### config.mk
export PLATFORM = sky130hd
export DESIGN_NAME = booth_mac_accumulator
export DESIGN_NICKNAME = d
export VERILOG_FILES = /design/src/rtl/booth_pkg.sv /design/src/rtl/booth_acc_add.sv /design/src/rtl/booth_mac_accumulator.sv
export SDC_FILE = /design/constraint.sdc
export NUM_CORES = 1
export LEC_CHECK = 0
export CAP_MARGIN = 20
export CORE_UTILIZATION = 55
export CTS_BUF_LIST = sky130_fd_sc_hd__clkbuf_8
export CTS_CLUSTER_SIZE = 24
export DETAILED_ROUTE_END_ITERATION = 7
export GPL_ROUTABILITY_DRIVEN = 0
export GPL_TIMING_DRIVEN = 1
export PLACE_DENSITY = 0.9
export SLEW_MARGIN = 10
export SYNTH_ARGS = -nofsm -noshare
export SYNTH_HDL_FRONTEND = slang
export SYNTH_SLANG_ARGS = --single-unit
### constraint.sdc
create_clock -name clk -period 6.3 [get_ports clk]
set_input_delay 0.63 -clock clk [delete_from_list [all_inputs] [get_ports clk]]
set_output_delay 0.63 -clock clk [all_outputs]
set_load 0.01 [all_outputs]
### src/rtl/booth_pkg.sv
// Shared constants for the radix-8 Booth multiplier family.
//   ACC_W_DEF / CNT_W_DEF : default accumulator and product-count widths
//   StIdle / StAcc        : MAC accumulator FSM encodings (no open frame / frame open)
package booth_pkg;

  localparam int unsigned ACC_W_DEF = 24;
  localparam int unsigned CNT_W_DEF = 8;

  localparam logic [0:0] StIdle = 1'b0;
  localparam logic [0:0] StAcc  = 1'b1;

endpackage

### src/rtl/booth_acc_add.sv
// Extend-and-add datapath for the MAC accumulator.
//   acc  : running sum, two's complement, ACC_W bits
//   p    : 16-bit product from the multiplier
//   p_sm : signedness tag; 2'b00 = unsigned operands (zero-extend), else sign-extend
//   sum  : acc + ext(p), wrapping
//   ovf  : signed overflow of that addition
module booth_acc_add
  import booth_pkg::*;
#(
  parameter int unsigned ACC_W = ACC_W_DEF
) (
  input  logic [ACC_W-1:0] acc,
  input  logic [15:0]      p,
  input  logic [1:0]       p_sm,
  output logic [ACC_W-1:0] sum,
  output logic             ovf
);

  logic [ACC_W-1:0] p_ext;

  always_comb begin
    if (p_sm == 2'b00) begin
      p_ext = {{(ACC_W-16){1'b0}}, p};
    end else begin
      p_ext = {{(ACC_W-16){p[15]}}, p};
    end
    sum = acc + p_ext;
    // Overflow only when both operands share a sign and the result's sign differs.
    ovf = (acc[ACC_W-1] == p_ext[ACC_W-1]) && (sum[ACC_W-1] != acc[ACC_W-1]);
  end

endmodule

### src/rtl/booth_mac_accumulator.sv
// Frame accumulator behind the radix-8 Booth multiplier. Sums every valid product of a
// frame (never stalls the input) and presents the sum, product count and overflow flag
// on a valid/ready result port one cycle after the frame's last product.
//   clk, rst        : clock; asynchronous active-high reset
//   p_v/p/p_sm      : product valid, product, signedness tag
//   p_last          : marks the last product of a frame
//   clr             : drop the open frame (wins over p_v on the same cycle)
//   r_valid/r_ready : result handshake
//   r_acc/r_cnt/r_ovf : frame sum, product count, overflow
//   overrun         : sticky; an unconsumed result was overwritten
module booth_mac_accumulator
  import booth_pkg::*;
#(
  parameter int unsigned ACC_W = ACC_W_DEF,
  parameter int unsigned CNT_W = CNT_W_DEF
) (
  input  logic             clk,
  input  logic             rst,
  input  logic             p_v,
  input  logic [15:0]      p,
  input  logic [1:0]       p_sm,
  input  logic             p_last,
  input  logic             clr,
  output logic             r_valid,
  input  logic             r_ready,
  output logic [ACC_W-1:0] r_acc,
  output logic [CNT_W-1:0] r_cnt,
  output logic             r_ovf,
  output logic             overrun
);

  logic [0:0]       state_q, state_d;
  logic [ACC_W-1:0] acc_q, acc_d;
  logic [CNT_W-1:0] cnt_q, cnt_d;
  logic             ovf_q, ovf_d;
  logic             r_valid_q, r_valid_d;
  logic [ACC_W-1:0] r_acc_q, r_acc_d;
  logic [CNT_W-1:0] r_cnt_q, r_cnt_d;
  logic             r_ovf_q, r_ovf_d;
  logic             overrun_q, overrun_d;

  logic [ACC_W-1:0] add_acc;
  logic [ACC_W-1:0] add_sum;
  logic             add_ovf;
  logic [CNT_W-1:0] cnt_inc;
  logic             ovf_new;
  logic             load;

  // Feeding zero in IDLE makes the first product of a frame a plain load through the same adder.
  assign add_acc = (state_q == StAcc) ? acc_q : '0;

  booth_acc_add #(
    .ACC_W(ACC_W)
  ) u_add (
    .acc (add_acc),
    .p   (p),
    .p_sm(p_sm),
    .sum (add_sum),
    .ovf (add_ovf)
  );

  always_comb begin
    if (state_q == StIdle) begin
      cnt_inc = CNT_W'(1);
    end else if (&cnt_q) begin
      cnt_inc = cnt_q;
    end else begin
      cnt_inc = cnt_q + CNT_W'(1);
    end
    ovf_new = (state_q == StAcc) && (ovf_q || add_ovf);
    load    = p_v && p_last && !clr;
  end

  always_comb begin
    state_d   = state_q;
    acc_d     = acc_q;
    cnt_d     = cnt_q;
    ovf_d     = ovf_q;
    r_acc_d   = r_acc_q;
    r_cnt_d   = r_cnt_q;
    r_ovf_d   = r_ovf_q;
    r_valid_d = r_valid_q;
    overrun_d = overrun_q;

    if (clr) begin
      state_d = StIdle;
      acc_d   = '0;
      cnt_d   = '0;
      ovf_d   = 1'b0;
    end else if (p_v) begin
      if (p_last) begin
        state_d = StIdle;
        acc_d   = '0;
        cnt_d   = '0;
        ovf_d   = 1'b0;
        r_acc_d = add_sum;
        r_cnt_d = cnt_inc;
        r_ovf_d = ovf_new;
      end else begin
        state_d = StAcc;
        acc_d   = add_sum;
        cnt_d   = cnt_inc;
        ovf_d   = ovf_new;
      end
    end

    // A load on the handshake edge counts as consume-then-reload.
    if (load) begin
      r_valid_d = 1'b1;
    end else if (r_valid_q && r_ready) begin
      r_valid_d = 1'b0;
    end
    overrun_d = overrun_q || (load && r_valid_q && !r_ready);
  end

  always_ff @(posedge clk or posedge rst) begin
    if (rst) begin
      state_q   <= StIdle;
      acc_q     <= '0;
      cnt_q     <= '0;
      ovf_q     <= 1'b0;
      r_valid_q <= 1'b0;
      r_acc_q   <= '0;
      r_cnt_q   <= '0;
      r_ovf_q   <= 1'b0;
      overrun_q <= 1'b0;
    end else begin
      state_q   <= state_d;
      acc_q     <= acc_d;
      cnt_q     <= cnt_d;
      ovf_q     <= ovf_d;
      r_valid_q <= r_valid_d;
      r_acc_q   <= r_acc_d;
      r_cnt_q   <= r_cnt_d;
      r_ovf_q   <= r_ovf_d;
      overrun_q <= overrun_d;
    end
  end

  assign r_valid = r_valid_q;
  assign r_acc   = r_acc_q;
  assign r_cnt   = r_cnt_q;
  assign r_ovf   = r_ovf_q;
  assign overrun = overrun_q;

endmodule

Word level (Yosys, flattened, before mapping)
Index checks and enable logic that the tools add are counted.
Storage, ports and cells
  output and inout port bits: 35
  input port bits: 24
  word-level logic and storage cells: 48
  register bits: 69
Operators by class
  reduce and logical (&&, ||, !) cells: 16
  add/sub/neg operators: 2
  equality and inequality tests: 2
  bitwise gates (word level): 1
  mux-type cells: 18
Operators with widths (number)
  2-to-1 mux 24 bit: 5
  2-to-1 mux 8 bit: 5
  adder 24 bit: 1
  adder 8 x 1 -> 8 bit, second input constant: 1
  2-to-1 mux 1 bit: 8
  AND reduction 8 bit: 1
  logical AND 1 bit: 7
  nonzero test 2 bit: 2
  AND reduction 3 bit: 1
  zero test 1 bit: 2
  zero test 2 bit: 1
  logical OR 1 bit: 2
  equality test 1 bit: 1
  inequality test 1 bit: 1
  NOT 1 bit: 1

Logic depth before layout (Yosys ltp)
  depth after elaboration: 10
  gate-level depth with buffers: 14

Hierarchy
From an unflattened synthesis, not the netlist that was laid out.
Second synthesis, totals
  cells, all modules: 459
  area total of the unflattened synthesis: 4124.0 um2
By module, submodules not included
  booth_mac_accumulator: area each 2932.8 um2, instances 1, sequential area each 1726.7 um2, cells an instance 291
  booth_acc_add: area each 1191.1 um2, instances 1, sequential area each 0.0 um2, cells an instance 168

Worst setup path before layout
No wires, ideal clock.
  kind: reg2reg
  from: register state_q
  to: register acc_q[20]
  buffers on the path: 2
  path slack: 2.997 ns
  clock period less this slack: 3.303 ns
  setup time: 0.128 ns
  cell stages (with the launch flop): 15
  data arrival time: 3.175 ns
  cells stage by stage: dfrtp_1 -> clkbuf_1 -> clkbuf_1 -> and2_1 -> ha_1 -> inv_1 -> fa_1 -> nand2b_1 -> a21oi_1 -> o21ai_0 -> a211oi_1 -> o21bai_1 -> a21oi_1 -> mux2i_1 -> nand3_1
Between the ends
  cells in the longest elaborated chain, start to end: 5
Ends and longest elaborated chain
  start, declared: line booth_mac_accumulator.sv:32  | logic [0:0] state_q, state_d;
  start signal, assigned: line booth_mac_accumulator.sv:118  | state_q <= StIdle;
  start signal, assigned: line booth_mac_accumulator.sv:128  | state_q <= state_d;
  2-to-1 mux 24 bit: line booth_mac_accumulator.sv:50  | assign add_acc = (state_q == StAcc) ? acc_q : '0;
  adder 24 bit: line booth_acc_add.sv:27  | sum = acc + p_ext;
  2-to-1 mux 24 bit: line booth_mac_accumulator.sv:91  | if (p_last) begin
  2-to-1 mux 24 bit: line booth_mac_accumulator.sv:90  | end else if (p_v) begin
  2-to-1 mux 24 bit: line booth_mac_accumulator.sv:85  | if (clr) begin
  end signal, assigned: line booth_mac_accumulator.sv:119  | acc_q <= '0;
  end signal, assigned: line booth_mac_accumulator.sv:129  | acc_q <= acc_d;
  end, declared: line booth_mac_accumulator.sv:33  | logic [ACC_W-1:0] acc_q, acc_d;
No other way between the ends. The select of a mux whose other input is x is not followed.
A chain may end at the register's enable or synchronous reset.

Worst setup path after layout
  from: input port p_sm[1]
  to: register r_acc_q[23] (netlist: r_acc[23])
Between the ends
  cells in the longest elaborated chain, start to end: 3
Ends and longest elaborated chain
  start, declared: line booth_mac_accumulator.sv:21  | input logic [1:0] p_sm,
  zero test 2 bit: line booth_acc_add.sv:22  | if (p_sm == 2'b00) begin
  2-to-1 mux 24 bit: line booth_acc_add.sv:22
  adder 24 bit: line booth_acc_add.sv:27
  end signal, assigned: line booth_mac_accumulator.sv:133  | r_acc_q <= r_acc_d;
  end, declared: line booth_mac_accumulator.sv:37  | logic [ACC_W-1:0] r_acc_q, r_acc_d;
No other way between the ends.

==> flow_summary_export.csv <==
group,metric,value,unit
grt,grt_max_degree,70,
cts,cts_setup_buffers,0,
critical_path,worstPathArrival,4.28,ns
sta,finalCritPeriodShare,63.6,%
grt,overflow,0,
synth,synth-seq-cells,69,
floorplan,die_w,89.3,um
synth,avgSynthCellArea,8.90,um2
grt,gr-usage-all-layers,27.7,%
synth,syn_area,4190,um2
routing,met2_wirelength,4990,um
synth,synth-main-ff-cell,"dfrtp_1",
floorplan,rows,31,
place,place_ws,2.00,ns
final_layout,antenna_cells,0,
routing,drtIter0Drc,188,
cts,clk_path_buf_depth,2,
synth,synth.area.top_cells,"dfrtp_1 41%, nand2_1 8.3%, ha_1 6.3%",
critical_path,worstPathRequired,6.58,ns
synth,synth_nets,517,
status,status,"complete, no violations",
synth,netlist.area_leader.share,41.2,%
power_and_ir_drop,power_leakage,0.00231,uW
sta,max_freq,250,MHz
routing,highest_layer,"met4",
routing,num_vias,3721,
final_layout,layout-drive-gt1-share,5.31,%
floorplan,fp.dieH,89.3,um
critical_path,cpMaxStageDelayCell,"o21ai_1",
cts,htreeDepth,3,
power_and_ir_drop,p_per_area,222,nW/um2
routing,wl_met3,651,um
routing,wl_per_cell,16.0,um
sta,setup_viol,0,
cts,cts-resized-gates,0,
critical_path,max_stage_delay,0.76,ns
final_layout,layout_common_cells,"93 x nand2_1, 69 x dfrtp_1, 58 x clkdlybuf4s50_1",
place,hpwl,6670,um
routing,wl,10000,um
synth,synth_cells,471,
sta,grt_setup_unrepaired,"false",
critical_path,path_buf_inv,3,
grt,antenna_found_initial,0,
routing,wl_met1,4240,um
routing,vias_per_cell,5.94,
final_layout,fin_util,69.2,%
hold_path,holdCritPathClass,"reg2reg",
hold_path,worstHoldStart,"overrun$_DFF_PP0_",
cts,cts_hold_buf,0,
cts,clk-insertion-delay-late,0.35,ns
critical_path,start_kind,"primary input",
floorplan,core_area,7330,um2
critical_path,r2r_start,"state_q$_DFFE_PP0P_",
cts,clk_pin_slew,0.08,ns
sta,layout_setup_ws,2.30,ns
sta,tightestPinTransition,1.09,ns
sta,hold_viol_final,0,
critical_path,crit_chain,"clkdlybuf4s50_1 > o21ai_1 > inv_1 > ha_1 > a21oi_1 > maj3_1 > inv_1 > a21oi_1 > o21a_1 > o31a_2 > xnor3_1 > o21ai_1",
sta,max_slew_margin,27.5,%
sta,clock_skew,0.0141,ns
place,io_buffers,58,
cts,cts_tree,"yes",
synth,yosys_warnings,0,
cts,cts_sinks,69,
sta,final_max_slew_viol_count,0,
synth,synthDistinctLibCells,55,
floorplan,die_area,7980,um2
critical_path,end_kind,"register",
grt,grt_pass1_vias,3636,
synth,ys_async_sr_fraction,100,%
cts,numCtsBuffers,9,
power_and_ir_drop,peakVddDrop,157,uV
final_layout,area_growth,21.0,%
synth,synth_area_leader_cell,"dfrtp_1",
sta,fin_setup_tns,0,ns
flow_run,drv_cap,0,
critical_path,worstSetupPathType,"in2reg",
grt,grt_pass1_wl,16700,um
sta,fin_crit,4.00,ns
cts,cts-root-buf,"clkbuf_8",
routing,drt_first_pass_iters,4,
floorplan,initial_core_util,57.2,%
critical_path,critPathMaxFanout,15,
synth,synth_edf_count,0,
routing,drc,0,
final_layout,final_nets,568,
critical_path,cp-startpoint,"p_sm[1]",
final_layout,mostFrequentLayoutCell,"nand2_1",
synth,yosysSeqAreaShare,41.2,%
routing,ant_nets,0,
floorplan,num_io_pins,59,
critical_path,critPathTopFamily,"compound AO/OA/AOI/OAI gates",
worst paths after layout:
| check | endpoint | slack (ns) | cells after the start |
|---|---|---|---|
| max | r_acc[23]$_DFFE_PP0P_ | 2.30 | 12 |
| max in group asynchronous | r_acc[17]$_DFFE_PP0P_ | 4.89 | 3 |
| min | overrun$_DFF_PP0_ | 0.48 | 1 |
| min reg2reg | overrun$_DFF_PP0_ | 0.48 | 1 |
| min in group asynchronous | overrun$_DFF_PP0_ | 0.85 | 3 |
| max reg2reg | acc_q[20]$_DFFE_PP0P_ | 2.31 | 12 |
through the flow:
step	hold slack (ns)	total power [uW]	std cells	instance area, um2
after detailed placement	0.462	727	610	4850
after global placement	0.456	719	610	4850
after CTS	0.482	1130	626	5080
after floorplan	0.442	620	471	4190
final	0.478	1130	626	5080
after global routing	0.510	1180	626	5080
kinds of logic (layout without fill, tap and decap cells):
logic type,count (synthesis),in the layout,synth area share [%]
multiplexers,11,11,2.77
flip-flops,69,69,41.2
XOR/XNOR,26,26,5.76
adder cells (fa/ha/maj),24,24,7.22
buffers and inverters,34,90,3.07
AND/OR/NAND/NOR,179,179,19.7
AO/OA/AOI/OAI,128,128,20.3
final cells by class:
type	instances	area, um2
multi-input combinational	368	2350
fill	554	2250
sequential	69	1730
timing repair buffer	62	611
clock buffer	10	138
tap	99	124
clock inverter	6	86.3
inverter	12	45.0
worst reg2reg max path: stages (launching register included):
cell and delay [ns]:
dfrtp_1 0.97, and2_1 0.24, ha_1 0.18, inv_1 0.06
fa_1 0.39, nand2b_1 0.18, a21oi_1 0.22, o21ai_0 0.24
a211oi_1 0.43, o21bai_1 0.15, a21oi_1 0.49, mux2i_1 0.24
nand3_1 0.08
synthesized netlist by cell type, types with 2 or more instances:
cell type   n
nand2_1    93
dfrtp_1    69
o21ai_0    37
and2_1     24
ha_1       21
a21oi_1    20
a22o_1     18
nor2_1     18
xnor2_1    18
clkbuf_1   17
inv_1      12
nor3_1     12
nand3_1    11
xor2_1      7
a211oi_1    6
mux2i_1     6
a21o_1      5
nand4_1     5
buf_1       4
mux2_2      4
nand2b_1    4
o211ai_1    4
o21ai_1     4
o21bai_1    4
a221oi_1    3
a31oi_1     3
o21a_1      3
o31a_1      3
o31ai_1     3
a21boi_0    2
a22oi_1     2
maj3_1      2
nand3b_1    2
nor3b_1     2
o22ai_1     2
o311a_1     2
flip-flops by register name, summed over array words and instances, names as in the netlist:
register	count
r_acc	24
r_valid	1
acc_q	24
overrun	1
state_q	1
r_cnt	8
cnt_q	8
ovf_q	1
r_ovf	1
routing by layer:
| metal | vias to the layer above | GRT usage [%] |
|---|---|---|
| met5 | - | 0 |
| met4 | 0 | 8.95 |
| met3 | 15 | 7.29 |
| met2 | 132 | 48.3 |
| met1 | 1790 | 33.4 |
| li1 | 1784 | - |
where the power goes:
part	total, uW	internal [uW]	switching, uW
Sequential	504	481	23.7
Combinational	215	110	105
Clock	409	234	175
Total	1130	824	304
(Power assumes the default switching activity.)
